[src/rtl/kyber_absorb_framer.sv]
// kyber_absorb_framer
//   Frames a Kyber pk/ct word stream into absorb rate blocks for the hash
//   core input FIFO. Message words pass through with zero latency. m_last
//   marks every rate-block boundary. The SHA-3/SHAKE multi-rate pad
//   (PAD_BYTE ... 0x80) is appended after the final message word. The
//   message length comes from a k/mode table or from len_words.
//
// Ports
//   i_clk, i_rst      clock (rising edge), synchronous active-high reset
//   i_start           begin frame (sampled only in IDLE)
//   i_mode [1:0]      0 pk, 1 ct, 2 custom (i_len_words), 3 reserved
//   i_k [2:0]         Kyber rank 2/3/4, sampled with i_start
//   i_len_words       custom length in words, sampled with i_start, >= 1
//   i_s_valid/i_s_data/o_s_ready   upstream word stream
//   o_m_valid/o_m_data/o_m_last/i_m_ready  hash FIFO word stream
//   o_busy            frame in progress
//   o_done            one-cycle pulse after the final pad word is accepted
//   o_err             one-cycle pulse after a rejected start
//   o_blk_cnt [5:0]   rate blocks emitted in the current/last frame
module kyber_absorb_framer #(
  parameter int          RATE_WORDS = 34,
  parameter logic [7:0]  PAD_BYTE   = 8'h06,
  parameter int          LEN_W      = 10
) (
  input  logic             i_clk,
  input  logic             i_rst,
  input  logic             i_start,
  input  logic [1:0]       i_mode,
  input  logic [2:0]       i_k,
  input  logic [LEN_W-1:0] i_len_words,
  input  logic             i_s_valid,
  input  logic [31:0]      i_s_data,
  output logic             o_s_ready,
  output logic             o_m_valid,
  output logic [31:0]      o_m_data,
  output logic             o_m_last,
  input  logic             i_m_ready,
  output logic             o_busy,
  output logic             o_done,
  output logic             o_err,
  output logic [5:0]       o_blk_cnt
);

  localparam int IW = (RATE_WORDS > 2) ? $clog2(RATE_WORDS) : 2;
  localparam logic [IW-1:0] LAST_IDX = IW'(RATE_WORDS - 1);
  localparam logic [IW-1:0] PRE_IDX  = IW'(RATE_WORDS - 2);

  typedef enum logic [2:0] {
    S_IDLE,
    S_DATA,
    S_PAD_FIRST,
    S_PAD_ZERO,
    S_PAD_LAST,
    S_DONE
  } state_t;

  state_t           r_state;
  state_t           w_state_nxt;
  logic [LEN_W-1:0] r_words_left;
  logic [IW-1:0]    r_widx;
  logic [5:0]       r_blk_cnt;
  logic             r_err;

  logic [LEN_W-1:0] w_len;
  logic             w_len_ok;
  logic             w_xfer;
  logic             w_start_ok;
  logic             w_start_bad;

  // Message length lookup; w_len_ok low means the start is rejected.
  always_comb begin
    w_len    = '0;
    w_len_ok = 1'b0;
    case (i_mode)
      2'd0: begin
        case (i_k)
          3'd2: begin w_len = LEN_W'(200); w_len_ok = 1'b1; end
          3'd3: begin w_len = LEN_W'(296); w_len_ok = 1'b1; end
          3'd4: begin w_len = LEN_W'(392); w_len_ok = 1'b1; end
          default: ;
        endcase
      end
      2'd1: begin
        case (i_k)
          3'd2: begin w_len = LEN_W'(192); w_len_ok = 1'b1; end
          3'd3: begin w_len = LEN_W'(272); w_len_ok = 1'b1; end
          3'd4: begin w_len = LEN_W'(392); w_len_ok = 1'b1; end
          default: ;
        endcase
      end
      2'd2: begin
        w_len    = i_len_words;
        w_len_ok = (i_len_words != '0);
      end
      default: ;
    endcase
  end

  assign w_start_ok  = (r_state == S_IDLE) && i_start &&  w_len_ok;
  assign w_start_bad = (r_state == S_IDLE) && i_start && !w_len_ok;

  // Output decode and next state. Outputs depend only on state and
  // registered counters (plus pass-through in DATA), so they hold while
  // the FIFO stalls.
  always_comb begin
    w_state_nxt = r_state;
    o_m_valid   = 1'b0;
    o_m_data    = 32'h0;
    o_m_last    = 1'b0;
    o_s_ready   = 1'b0;
    o_done      = 1'b0;

    case (r_state)
      S_DATA: begin
        o_m_valid = i_s_valid;
        o_m_data  = i_s_data;
        o_s_ready = i_m_ready;
        o_m_last  = (r_widx == LAST_IDX);
      end
      S_PAD_FIRST: begin
        o_m_valid = 1'b1;
        if (r_widx == LAST_IDX) begin
          // Single-word pad: start byte and final 0x80 share the word.
          o_m_data = {8'h80, 16'h0, PAD_BYTE};
          o_m_last = 1'b1;
        end else begin
          o_m_data = {24'h0, PAD_BYTE};
        end
      end
      S_PAD_ZERO: begin
        o_m_valid = 1'b1;
      end
      S_PAD_LAST: begin
        o_m_valid = 1'b1;
        o_m_data  = 32'h8000_0000;
        o_m_last  = 1'b1;
      end
      S_DONE: begin
        o_done = 1'b1;
      end
      default: ;
    endcase

    w_xfer = o_m_valid & i_m_ready;

    case (r_state)
      S_IDLE: begin
        if (w_start_ok) w_state_nxt = S_DATA;
      end
      S_DATA: begin
        if (w_xfer && (r_words_left == LEN_W'(1))) w_state_nxt = S_PAD_FIRST;
      end
      S_PAD_FIRST: begin
        if (w_xfer) begin
          if (r_widx == LAST_IDX)     w_state_nxt = S_DONE;
          else if (r_widx == PRE_IDX) w_state_nxt = S_PAD_LAST;
          else                        w_state_nxt = S_PAD_ZERO;
        end
      end
      S_PAD_ZERO: begin
        if (w_xfer && (r_widx == PRE_IDX)) w_state_nxt = S_PAD_LAST;
      end
      S_PAD_LAST: begin
        if (w_xfer) w_state_nxt = S_DONE;
      end
      S_DONE: begin
        w_state_nxt = S_IDLE;
      end
      default: w_state_nxt = S_IDLE;
    endcase
  end

  always_ff @(posedge i_clk) begin
    if (i_rst) begin
      r_state      <= S_IDLE;
      r_words_left <= '0;
      r_widx       <= '0;
      r_blk_cnt    <= '0;
      r_err        <= 1'b0;
    end else begin
      r_state <= w_state_nxt;
      r_err   <= w_start_bad;
      if (w_start_ok) begin
        r_words_left <= w_len;
        r_widx       <= '0;
        r_blk_cnt    <= '0;
      end
      // widx keeps counting through the pad so block boundaries stay
      // aligned to the whole message+pad stream.
      if (w_xfer) begin
        r_widx <= (r_widx == LAST_IDX) ? '0 : r_widx + IW'(1);
        if (o_m_last) r_blk_cnt <= r_blk_cnt + 6'd1;
        if (r_state == S_DATA) r_words_left <= r_words_left - LEN_W'(1);
      end
    end
  end

  assign o_busy    = (r_state != S_IDLE);
  assign o_err     = r_err;
  assign o_blk_cnt = r_blk_cnt;

endmodule

[config.mk]
export PLATFORM = sky130hd
export DESIGN_NAME = kyber_absorb_framer
export DESIGN_NICKNAME = d
export VERILOG_FILES = /design/src/rtl/kyber_absorb_framer.sv
export SDC_FILE = /design/constraint.sdc
export NUM_CORES = 1
export LEC_CHECK = 0
export ABC_CLOCK_PERIOD_IN_PS = 1790
export CAP_MARGIN = 30
export CORE_ASPECT_RATIO = 0.8
export CORE_MARGIN = 10
export CORE_UTILIZATION = 38
export CTS_BUF_LIST = sky130_fd_sc_hd__clkbuf_2 sky130_fd_sc_hd__clkbuf_4 sky130_fd_sc_hd__clkbuf_8
export DETAILED_ROUTE_END_ITERATION = 8
export PLACE_DENSITY = 0.78
export SLEW_MARGIN = 20
export SYNTH_ARGS = -nofsm -noshare
export SYNTH_HDL_FRONTEND = slang
export SYNTH_SLANG_ARGS = --single-unit
[constraint.sdc]
create_clock -name i_clk -period 1.79 [get_ports i_clk]
set_input_delay 0.2685 -clock i_clk [delete_from_list [all_inputs] [get_ports i_clk]]
set_output_delay 0.2685 -clock i_clk [all_outputs]
set_load 0.02 [all_outputs]
==> flow_metrics.py <==
metrics = {
    "run_status": {
        "status": "finished, violations left",
        "violations": "setup timing",
    },
    "timing": {
        "timing_hold_violations_final": 0,
        "skew_ns": 0.0111,
        "slew_headroom_pct": 76.1,
        "finalMaxSlewViolations": 0,
        "min_period_ns": 1.94,
        "setup_viol": 47,
        "worstMarginPinSlew_ns": 0.358,
        "fmax_mhz": 516,
        "worst_slack_ns": -0.148,
        "rsz0062_at_grt": "yes",
        "post-route-period-util_pct": 108,
    },
    "logic_synthesis": {
        "syn_area_um2": 2020,
        "synthTopCellsByArea": "dfxtp_1 26%, and2_1 11%, nand3_1 6.4%",
        "synth_top_area_cell": "dfxtp_1",
        "yosysTopAreaCellShare_pct": 25.8,
        "synth-edff-count": 0,
        "syn_inst": 274,
        "yosys_register_bits": 26,
        "synth_cell_types": 55,
        "synthTopCellsByCount": "34 x and2_1, 26 x dfxtp_1, 26 x nand3_1, 25 x nand2_1, 17 x a21oi_1",
        "yosysSeqAreaShare_pct": 25.8,
        "synth.avg_cell_area_um2": 7.37,
        "synth_nets": 332,
        "ys.flop_type": "dfxtp_1",
        "synth-async-reset-ratio_pct": 0,
        "yosys.cell_count.top_type": "and2_1",
        "yosysWarnings": 0,
    },
    "power_and_ir_drop": {
        "p_seq_share_pct": 26.2,
        "clkPwrFrac_pct": 21.2,
        "p_int_mw": 1.60,
        "total_power_mw": 2.43,
        "p_sw_mw": 0.829,
        "power.density_nw_per_um2": 584,
        "p_comb_share_pct": 52.6,
        "vdd_ir_drop_max_v": 0.000388,
        "p_leak_nw": 1.75,
        "switching_share_pct": 34.1,
    },
    "final_layout": {
        "area_growth_pct": 106,
        "drive_gt1_share_pct": 48.1,
        "multiInputGateArea_um2": 1720,
        "nFillCells": 298,
        "regArea_um2": 532,
        "diodes": 0,
        "final_nets": 508,
    },
    "critical_path": {
        "crit_slowest_cell": "or4_4",
        "start_kind": "flip-flop",
        "crit_arrival_ns": 2.15,
        "crit_path_end_kind": "flip-flop",
        "cp_slowest_stage_delay_ns": 0.54,
        "worstPathMaxFanout": 2,
        "cp.required_ns": 2.00,
        "path_class": "flip-flop to flip-flop",
        "crit_path_cell_trace": "or4_4, nand4bb_1, a21oi_2, a311oi_2, buf_4, a211oi_2",
    },
    "floorplanning": {
        "core.rowCount": 23,
        "start_util_pct": 39.8,
        "die_area_um2": 8640,
        "fp.dieW_um": 101,
        "ioPinCount": 96,
        "core_area_um2": 5060,
        "chipHeight_um": 85.2,
    },
    "detailed_routing": {
        "avgViaCountPerCell": 5.65,
        "wl_per_cell_um": 19.0,
        "dr.pass1.iters": 5,
        "wirelength_mm": 9.73,
        "detail-route-antenna-nets": 0,
        "vias": 2889,
        "drtIter0Drc": 220,
        "drt_drc_violations_left": 0,
    },
    "clock_network": {
        "cts_tree": "built",
        "htree_levels": 1,
        "cts_buffers": 3,
        "cts.clk_slew.worst_paths_ns": 0.11,
        "clock_latency_ns": 0.28,
        "cts_root_buffer": "clkbuf_8",
        "clockBufferDepth": 2,
        "cts_sinks": 26,
        "cts_hold_buf": 0,
    },
    "global_routing": {
        "antenna_found_initial": 0,
        "grt_pass1_wl_mm": 13.4,
        "grt_usage_pct": 18.6,
        "overflow": 0,
        "grt_pass1_vias": 2665,
        "grt_max_degree": 29,
    },
    "place": {
        "port_buffers": 95,
        "dp_hpwl_mm": 6.36,
        "place_ws_ns": -0.442,
        "gp_congestion": 0.861,
    },
    "hold_path": {
        "holdCritPathClass": "flip-flop to flip-flop",
    },
    "flow_run": {
        "cap_violations": 0,
    },
}
worst max-delay path: cells and delay by family (launching register included):
family | cells | cell delay [ns]
AOI/OAI and AO/OA | 3 | 0.57
buffers and inverters | 1 | 0.19
DFF | 1 | 0.34
and+or+nand+nor | 2 | 0.78
repair_timing:
action	CTS	global route
buffers inserted	8	14
gates cloned	3	0
pin swaps	14	42
gates resized for setup	225	93
endpoints found under the setup margin	59	62
stage by stage:
step | area (µm²) | TNS, ns | hold WS, ns | util [%] | cells
after floorplan | 2030 | -0.647 | 0.419 | - | 274
after global placement | 3560 | -11.44 | 0.456 | 70.3 | 488
after detailed placement | 3560 | -14.02 | 0.459 | 70.3 | 488
after CTS | 3800 | -0.823 | 0.472 | 75.1 | 503
after global routing | 4160 | -5.38 | 0.498 | 82.1 | 511
final | 4160 | -2.34 | 0.480 | 82.1 | 511
cells in the final DEF, fill, tap and decap left out, types with 3 or more instances in the layout:
| master | netlist | final |
|---|---|---|
| xnor2_1 | 3 | 3 |
| a31oi_1 | 13 | 12 |
| dfxtp_1 | 26 | 19 |
| o21ai_1 | 1 | 6 |
| ha_1 | 6 | 6 |
| a21oi_1 | 17 | 14 |
| or2_2 | 4 | 3 |
| clkbuf_8 | 0 | 3 |
| nand3_1 | 26 | 17 |
| and2_4 | 0 | 27 |
| nor2_1 | 15 | 12 |
| inv_1 | 9 | 8 |
| buf_6 | 0 | 44 |
| nor3_1 | 8 | 5 |
| buf_4 | 0 | 78 |
| nand2_1 | 25 | 23 |
| clkdlybuf4s50_1 | 0 | 58 |
| buf_2 | 2 | 3 |
| a21oi_2 | 0 | 3 |
| a211oi_2 | 0 | 3 |
| and2_1 | 34 | 7 |
| nand3_4 | 1 | 3 |
| dfxtp_2 | 0 | 6 |
| o21ai_0 | 9 | 4 |
| or3_1 | 4 | 4 |
| nand3_2 | 0 | 7 |
kinds of logic after synthesis:
group	Yosys count	synth area share, %
AOI/OAI and AO/OA	66	22.6
muxes	2	0.992
xor gates and xnor gates	5	2.17
buffers and inverters	25	4.77
and+or+nand+nor	144	40.0
DFF	26	25.8
adders and majority gates	6	3.72
power by group through the flow:
stage                     combinational (mW)  sequential (mW)  clock [mW]
after floorplan                        0.436            0.640           0
after global placement                 0.940            0.636           0
after detailed placement               0.956            0.637           0
after CTS                               1.09            0.626       0.508
after global routing                    1.34            0.639       0.542
final                                   1.28            0.635       0.516
per-layer routing:
metal	part of all wire, %	global-route usage [%]	vias to the layer above
met4	1.8	4.30	0
met5	0	0	-
li1	-	-	1352
met3	9.0	4.62	25
met1	41	22.7	1362
met2	48	31.7	150
registers in the layout, summed over array words and instances (netlist names):
signal and count:
r_widx 6, o_err 1, r_words_left 10, o_blk_cnt 6, r_state 3
worst paths after layout:
path	startpoint	end	slack (ns)	cells after the start
max	r_words_left[8]	r_state[2]	-0.15	6
min	r_words_left[8]	r_words_left[8]	0.48	2
max reg2reg	r_words_left[8]	r_state[2]	-0.15	6
min reg2reg	r_words_left[8]	r_words_left[8]	0.48	2
area by class of cell:
class	instances	share of cell area [%]
Tap cell	62	1.87
Inverter	9	0.812
Clock buffer	3	0.993
Timing Repair Buffer	187	41.5
Sequential cell	26	12.8
Clock inverter	1	0.722
Multi-Input combinational cell	223	41.3
Power figures use the tool's default switching activity.
